## src/rtl/vector_serializer_if.sv

```systemverilog
// Handshake and word-stream bundle for vector_serializer.
// The slave modport is the serializer; the master modport is its environment.
interface vector_serializer_if #(
    parameter int IN_WIDTH  = 128,
    parameter int OUT_WIDTH = 7
);
    localparam int BW = $clog2(OUT_WIDTH + 1);

    logic                 in_valid;
    logic                 in_ready;
    logic [IN_WIDTH-1:0]  long_vector_in;
    logic                 fifo_full;
    logic [OUT_WIDTH-1:0] short_vector_out;
    logic                 short_vector_out_valid;
    logic                 short_vector_out_last;
    logic [BW-1:0]        short_vector_out_bits;
    logic                 done;

    modport master (
        output in_valid,
        output long_vector_in,
        output fifo_full,
        input  in_ready,
        input  short_vector_out,
        input  short_vector_out_valid,
        input  short_vector_out_last,
        input  short_vector_out_bits,
        input  done
    );

    modport slave (
        input  in_valid,
        input  long_vector_in,
        input  fifo_full,
        output in_ready,
        output short_vector_out,
        output short_vector_out_valid,
        output short_vector_out_last,
        output short_vector_out_bits,
        output done
    );
endinterface

```

## src/rtl/vector_serializer.sv

```systemverilog
// Splits a wide vector into OUT_WIDTH words behind a one-deep holding buffer,
// so the next vector can be reloaded on the last-word cycle with no bubble.
module vector_serializer #(
    parameter int IN_WIDTH  = 128,
    parameter int OUT_WIDTH = 7,
    parameter int MSB_FIRST = 1
) (
    input  logic clock,
    input  logic reset,
    vector_serializer_if.slave bus
);
    localparam int NWORDS    = (IN_WIDTH + OUT_WIDTH - 1) / OUT_WIDTH;
    localparam int LAST_BITS = IN_WIDTH - (NWORDS - 1) * OUT_WIDTH;
    localparam int SW        = NWORDS * OUT_WIDTH;
    localparam int CW        = (NWORDS > 1) ? $clog2(NWORDS) : 1;
    localparam int BW        = $clog2(OUT_WIDTH + 1);

    localparam logic [CW-1:0] LAST_CNT = CW'(NWORDS - 1);

    typedef enum logic {
        S_IDLE,
        S_SHIFT
    } state_t;

    state_t              state;
    state_t              state_n;
    logic [CW-1:0]       count;
    logic [CW-1:0]       count_n;
    logic                hold_full;
    logic                hold_full_n;
    logic [IN_WIDTH-1:0] hold_data;
    logic [SW-1:0]       shift_q;
    logic [SW-1:0]       shift_n;
    logic [SW-1:0]       load_vec;
    logic [SW-1:0]       shifted;
    logic [OUT_WIDTH-1:0] word;
    logic                done_q;
    logic                done_n;
    logic                accept;
    logic                xfer;
    logic                is_last;
    logic                load;

    // The shift register is padded to a whole number of words; the pad
    // sits away from the emit end so the short last word lands emit-aligned.
    generate
        if (MSB_FIRST != 0) begin : g_msb
            assign load_vec = SW'(hold_data) << (SW - IN_WIDTH);
            assign shifted  = shift_q << OUT_WIDTH;
            assign word     = shift_q[SW-1 -: OUT_WIDTH];
        end else begin : g_lsb
            assign load_vec = SW'(hold_data);
            assign shifted  = shift_q >> OUT_WIDTH;
            assign word     = shift_q[OUT_WIDTH-1:0];
        end
    endgenerate

    assign accept  = bus.in_valid && bus.in_ready;
    assign is_last = (state == S_SHIFT) && (count == LAST_CNT);
    assign xfer    = (state == S_SHIFT) && !bus.fifo_full;
    assign load    = hold_full && ((state == S_IDLE) || (xfer && is_last));

    assign hold_full_n = accept || (hold_full && !load);

    always_comb begin
        state_n = state;
        count_n = count;
        shift_n = shift_q;
        done_n  = 1'b0;
        unique case (state)
            S_IDLE: begin
                if (hold_full) begin
                    state_n = S_SHIFT;
                    count_n = '0;
                    shift_n = load_vec;
                end
            end
            S_SHIFT: begin
                if (xfer) begin
                    if (is_last) begin
                        done_n = 1'b1;
                        if (hold_full) begin
                            count_n = '0;
                            shift_n = load_vec;
                        end else begin
                            state_n = S_IDLE;
                        end
                    end else begin
                        count_n = count + CW'(1);
                        shift_n = shifted;
                    end
                end
            end
        endcase
    end

    always_ff @(posedge clock) begin
        if (reset) begin
            state     <= S_IDLE;
            count     <= '0;
            hold_full <= 1'b0;
            done_q    <= 1'b0;
        end else begin
            state     <= state_n;
            count     <= count_n;
            hold_full <= hold_full_n;
            done_q    <= done_n;
        end
    end

    // Data registers carry no reset; control state alone decides validity.
    always_ff @(posedge clock) begin
        shift_q <= shift_n;
        if (accept) begin
            hold_data <= bus.long_vector_in;
        end
    end

    assign bus.in_ready               = !hold_full && !reset;
    assign bus.short_vector_out       = word;
    assign bus.short_vector_out_valid = xfer && !reset;
    assign bus.short_vector_out_last  = is_last;
    assign bus.short_vector_out_bits  = (state == S_IDLE) ? '0 :
                                        is_last ? BW'(LAST_BITS) :
                                        BW'(OUT_WIDTH);
    assign bus.done                   = done_q && !reset;
endmodule

```

## src/flat_wrapper.sv

```systemverilog
// flat-port wrapper written by rule: the top's interface ports become plain ports
module vector_serializer_flat 
#(
    parameter int IN_WIDTH  = 128,
    parameter int OUT_WIDTH = 7,
    parameter int MSB_FIRST = 1
)
  (clock, reset, bus_in_valid, bus_long_vector_in, bus_fifo_full, bus_in_ready, bus_short_vector_out, bus_short_vector_out_valid, bus_short_vector_out_last, bus_short_vector_out_bits, bus_done);
  vector_serializer_if #(.IN_WIDTH(IN_WIDTH), .OUT_WIDTH(OUT_WIDTH)) bus_i ();
  input  logic clock;
  input  logic reset;
  input wire logic [$bits(bus_i.in_valid)-1:0] bus_in_valid;
  input wire logic [$bits(bus_i.long_vector_in)-1:0] bus_long_vector_in;
  input wire logic [$bits(bus_i.fifo_full)-1:0] bus_fifo_full;
  output wire logic [$bits(bus_i.in_ready)-1:0] bus_in_ready;
  output wire logic [$bits(bus_i.short_vector_out)-1:0] bus_short_vector_out;
  output wire logic [$bits(bus_i.short_vector_out_valid)-1:0] bus_short_vector_out_valid;
  output wire logic [$bits(bus_i.short_vector_out_last)-1:0] bus_short_vector_out_last;
  output wire logic [$bits(bus_i.short_vector_out_bits)-1:0] bus_short_vector_out_bits;
  output wire logic [$bits(bus_i.done)-1:0] bus_done;
  assign bus_i.in_valid = bus_in_valid;
  assign bus_i.long_vector_in = bus_long_vector_in;
  assign bus_i.fifo_full = bus_fifo_full;
  assign bus_in_ready = bus_i.in_ready;
  assign bus_short_vector_out = bus_i.short_vector_out;
  assign bus_short_vector_out_valid = bus_i.short_vector_out_valid;
  assign bus_short_vector_out_last = bus_i.short_vector_out_last;
  assign bus_short_vector_out_bits = bus_i.short_vector_out_bits;
  assign bus_done = bus_i.done;
  vector_serializer #(.IN_WIDTH(IN_WIDTH), .OUT_WIDTH(OUT_WIDTH), .MSB_FIRST(MSB_FIRST)) u_core (.clock(clock), .reset(reset), .bus(bus_i));
endmodule
```

## config.mk

```make
export PLATFORM = sky130hd
export DESIGN_NAME = vector_serializer_flat
export DESIGN_NICKNAME = d
export VERILOG_FILES = /design/src/rtl/vector_serializer_if.sv /design/src/rtl/vector_serializer.sv /design/src/flat_wrapper.sv
export SDC_FILE = /design/constraint.sdc
export NUM_CORES = 1
export LEC_CHECK = 0
export ABC_AREA = 1
export ABC_CLOCK_PERIOD_IN_PS = 9610
export BUFFER_PORTS_ARGS = -buffer_cell sky130_fd_sc_hd__buf_2
export CORE_MARGIN = 5
export CORE_UTILIZATION = 25
export CTS_CLUSTER_SIZE = 16
export DETAILED_ROUTE_END_ITERATION = 6
export PLACE_DENSITY = 0.4
export SLEW_MARGIN = 20
export SYNTH_ARGS = -nofsm -noshare
export SYNTH_HDL_FRONTEND = slang
export SYNTH_SLANG_ARGS = --single-unit
```

## constraint.sdc

```tcl
create_clock -name clock -period 9.61 [get_ports clock]
set_clock_uncertainty 0.1 [all_clocks]
set_input_delay 0.4805 -clock clock [delete_from_list [all_inputs] [get_ports clock]]
set_output_delay 0.4805 -clock clock [all_outputs]
set_load 0.005 [all_outputs]
```

==> run summary, run 1 <==
Status: completed
Total die area: 0.04816 mm²
Critical path capture point: u_core.hold_data[49]
Commonest non-fill, non-tap cells in the layout: nand2_1, edfxtp_1, buf_2
Vias in the first global route: 7480
Power Density: 241.4 mW/mm²
Cells after Synth: 914
Synthesized flop and latch total: 269
Hold path startpoint: bus_long_vector_in[85]
DR DRC count: 0
Dpl ws: 6188 ps
Post-synth cell types: 20
First-pass GRT wire length: 42360 µm
RSZ-0062 raised after global routing: false
PostCTS Resize Cnt: 0
# port buffers: 145
Share of layout cells above drive strength 1: 18.55%
Leak: 5.136 nW
Crit path from: u_core.hold_full
Setup CP Type: register to register
Clock buffer depth: 3
DPL Wire Length: 16010 µm
Area growth, synth to finish: 23.91%
Crit path launch type: register
Launching point of the worst reg2reg path: u_core.hold_full
Initial antenna violation count: 0
Core Area: 0.04327 mm²
Placer congestion estimate: 0.6881
Period Utilization, post-route: 34.56%
DP Cell Count: 1583
Setup bufs post-CTS: 0
Synth top area share: 71.47%
Num Clock Sinks: 269
Crit path time final: 3321 ps
Req. time, crit path: 9640 ps
Synth Warn #: 0
# H-tree levels: 2
Worst skew pair latency: 520 ps
Number of routed nets with antenna violations: 0
Final Hold Violating Endpoints: 0
Worst-Margin Slew: 1051 ps
Routed WL: 27170 µm
Final setup violating endpoints: 0
# fillers: 4457
Io pins: 146
Total grt overflow: 0
Crit end category: register
Biggest area consumer among synthesized cells: edfxtp_1
# rows: 76
Final Worst Setup Slack: 6289 ps
Initial Util: 25.35%
Net count, final: 1213
Reg2reg path depth: 5
Clk slew on worst S/H paths: 60 ps
CTS tree: built
CTS root buffer: clkbuf_16
Mean routed wirelength per cell: 16.12 µm
Top post-synthesis cells by area: edfxtp_1, nand2_1, a31oi_1
Post-synthesis sequential area ratio: 72.93%
Syn avg cell area: 12.00 µm²
Vias: 7210
Setup_tns: 0 ps
Post-route insts no fill: 1685
Vias per cell: 4.279
Hold WS: 41.00 ps
Flop2flop setup slack: 6290 ps
Worst VDD drop: 0.1067 mV
HP Class: input pin to register
1st-pass router iterations: 4
Max cap viols: 0
FF-to-FF End: u_core.hold_data[49]
Die width: 219.4 µm
Die Y: 219.4 µm
Initial DRC Count: 376
Final Max Slew Viols: 0
Mapped Area: 0.01097 mm²
Largest net degree at the start of global routing: 147
# hold bufs at CTS: 45
Fmax: 301.1 MHz
Commonest non-fill, non-tap cell in the layout: nand2_1
CP Data Arrival Time: 3350 ps
Crit Path Max Fanout: 91
GRT Resource Usage Total: 11.24%
Net Count, Synth: 1048
Rel. slew slack: 29.92%
Pwr Total: 0.003281 W
# diodes: 0
CTS buffer count: 34
[worst max-delay path, cell delays in order (launching register included)]
cell and delay, ps:
dfxtp_4 480, buf_4 460, nor2_1 260, nand2_1 150, inv_6 400, buf_4 820
[registers in the layout, indices dropped and copies added (netlist names)]
name              flops
u_core.count          5
u_core.state          1
u_core.hold_full      1
u_core.shift_q      133
u_core.done_q         1
u_core.hold_data    128
[report_power, final]
group	total [W]	switching [W]	internal, W
clock	0.00123	0.000483	0.000750
sequential	0.00167	0.000117	0.00155
combinational	0.000379	0.000222	0.000157
total	0.00328	0.000821	0.00246
[routing by layer]
| metal | global-route usage [%] | up-vias | wire, µm |
|---|---|---|---|
| met5 | 0 | - | 0 |
| met4 | 3.956 | 0 | 592 |
| met3 | 2.290 | 36 | 1153 |
| met2 | 17.54 | 136 | 12520 |
| met1 | 15.58 | 3485 | 12900 |
| li1 | - | 3553 | - |
[logic make-up after synthesis]
family | share of synthesized area [%]
AND/OR/NAND/NOR | 14.68
flip-flops | 72.93
AO/OA/AOI/OAI | 7.644
buffers and inverters | 4.518
adder cells (fa/ha/maj) | 0.2281
[area by class of cell]
| cell class | instances | area (µm²) | share of cell area (%) |
|---|---|---|---|
| Multi-Input combinational cell | 560 | 2490 | 18.32 |
| Timing Repair Buffer | 196 | 1229 | 9.042 |
| Sequential cell | 269 | 8001 | 58.88 |
| Inverter | 18 | 75.07 | 0.5524 |
| Tap cell | 585 | 732.0 | 5.386 |
| Clock buffer | 47 | 962.2 | 7.080 |
| Clock inverter | 10 | 100.1 | 0.7366 |
[worst min path at each step]
stage,slack [ps],cells past startpoint,to
floorplan,370,2,u_core.count[1]
global placement,390,2,u_core.count[1]
detailed placement,410,2,u_core.count[1]
CTS,1,1,u_core.hold_data[90]
global route,10,1,u_core.hold_data[89]
finish,40,1,u_core.hold_data[85]
[Yosys cell counts, drive strengths merged]
cell type	instances
edfxtp	261
ha	2
a31oi	126
nor3	2
nor2	142
inv	18
dfxtp	8
nand3	2
or2	1
nand3b	1
a21oi	6
buf	53
nand2	273
o21ai	4
clkbuf	14
nand4	1
[per-stage QoR]
stage                     utilization [%]  area (µm²)
after floorplan                         -       10970
after global placement              27.89       12070
after detailed placement            27.89       12070
after CTS                           31.39       13580
after global routing                31.41       13590
final                               31.41       13590
No activity file was read; power rests on OpenSTA's default activity.
==> run 2: changes to the inputs <==
- ABC_CLOCK_PERIOD_IN_PS: 9610 -> 3200
- clock period: 9.61 -> 3.2 ns (I/O delays scaled with it)
==> run 2 against run 1 <==
Global-route usage up 0.15 points. Setup slack worse by 5500 ps. Sequential share of layout area down 3.9 points. Die area unchanged. Largest power group unchanged. Critical endpoint is now bus_short_vector_out_bits[0]. Clock power rose to 3.0 times the previous value. Routed wire length grew 2.7%. Flip-flop and latch count is the same. Final cell count increased by 5.7%. Highest routed layer unchanged.
==> run summary, run 2 (synthesized netlist as in run 1, its figures left out) <==
Power Density: 681.4 mW/mm²
Crit end category: output pin
Dpl ws: 961.0 ps
Placed cell areas: 0.01218 mm²
Net count, final: 1305
Num Clock Sinks: 269
Routed WL: 27890 µm
Design Area, Final: 0.01454 mm²
Worst VDD drop: 0.3030 mV
Crit path launch type: register
Top flop regs: u_core.shift_q x133, u_core.hold_data x128, u_core.count x5
DPL Wire Length: 16030 µm
1st-pass router iterations: 5
Met2 WL: 13270 µm
# diodes: 0
Area growth, synth to finish: 32.61%
# rows: 76
Launching point of the worst reg2reg path: u_core.count[0]
# port buffers: 145
Commonest non-fill, non-tap cells in the layout: nand2_1, edfxtp_1, buf_2
Crit path from: u_core.count[0]
Req. time, crit path: 2940 ps
Initial Util: 25.35%
Worst skew pair latency: 530 ps
DR DRC count: 0
CP Data Arrival Time: 2180 ps
Total grt overflow: 0
Rel. slew slack: 55.62%
Vias per cell: 4.247
Total die area: 0.04816 mm²
First-pass GRT wire length: 43130 µm
Met3 wire len: 1204 µm
CTS buffer count: 34
Clock buffer depth: 3
Crit Path Max Fanout: 83
Fmax: 410.5 MHz
Setup CP Type: register to output pin
Initial DRC Count: 529
Period Utilization, post-route: 76.14%
Final Max Slew Viols: 0
Share of layout cells above drive strength 1: 17.89%
Die Y: 219.4 µm
Max cap viols: 0
Final Worst Setup Slack: 763.7 ps
Final setup violating endpoints: 0
Most flop-heavy register: u_core.shift_q
Commonest non-fill, non-tap cell in the layout: nand2_1
Core Area: 0.04327 mm²
Initial antenna violation count: 0
Die width: 219.4 µm
# hold bufs at CTS: 131
RSZ-0062 raised after global routing: false
Setup bufs post-CTS: 0
HP Class: input pin to register
Vias: 7564
PostCTS Resize Cnt: 0
Worst-Margin Slew: 665.7 ps
Crit path time final: 2436 ps
Leak: 5.532 nW
Setup_tns: 0 ps
Io pins: 146
CTS root buffer: clkbuf_16
Post-Route M1 WL: 12840 µm
Pwr Total: 0.009909 W
Hold path startpoint: bus_long_vector_in[47]
Max Used Layer: met4
# H-tree levels: 2
Mean routed wirelength per cell: 15.66 µm
Placer congestion estimate: 0.7052
Largest net degree at the start of global routing: 111
Clk slew on worst S/H paths: 50 ps
Number of routed nets with antenna violations: 0
Max reg flops: 133
Status: completed
Final Hold Violating Endpoints: 0
GRT Resource Usage Total: 11.38%
CTS tree: built
Vias in the first global route: 7823
==> run 2: worst max-delay path, stage by stage, from the launching register on <==
cell and delay [ps]:
dfxtp_1 370, inv_1 90, ha_1 190, nand2_1 60, inv_1 40, nand2_2 130
nand2_8 290, inv_1 330, buf_2 160
==> run 2: routing by layer <==
metal	up-vias	global-route usage (%)
li1	3739	-
met1	3635	15.19
met2	156	18.60
met3	34	2.083
met4	0	4.082
met5	-	0
==> run 2: area by class of cell <==
type | count | area, µm²
Fill cell | 4364 | 28720
Clock buffer | 40 | 894.6
Inverter | 18 | 73.82
Clock inverter | 21 | 152.6
Sequential cell | 269 | 8001
Timing Repair Buffer | 288 | 2190
Multi-Input combinational cell | 560 | 2499
Tap cell | 585 | 732.0
==> run 2: worst paths after layout <==
check | end | cells after the start | slack [ps]
max | bus_short_vector_out_bits[0] | 8 | 760
min | u_core.hold_data[47] | 2 | 240
min reg2reg | u_core.count[1] | 2 | 420
max reg2reg | u_core.state | 10 | 1000
==> run 2: report_power, final <==
part           total [W]  internal, W  switching, W
clock network    0.00365      0.00216       0.00149
registers        0.00502      0.00466      0.000356
logic            0.00124     0.000558      0.000686
==> run 2: per-stage QoR <==
step | utilization, % | instances | hold WS (ps)
finish | 33.61 | 1781 | 236.6
global route | 33.61 | 1781 | 219.2
CTS | 33.61 | 1781 | 197.6
detailed placement | 28.16 | 1589 | 238.1
global placement | 28.16 | 1589 | 237.8
floorplan | - | 914 | 158.9
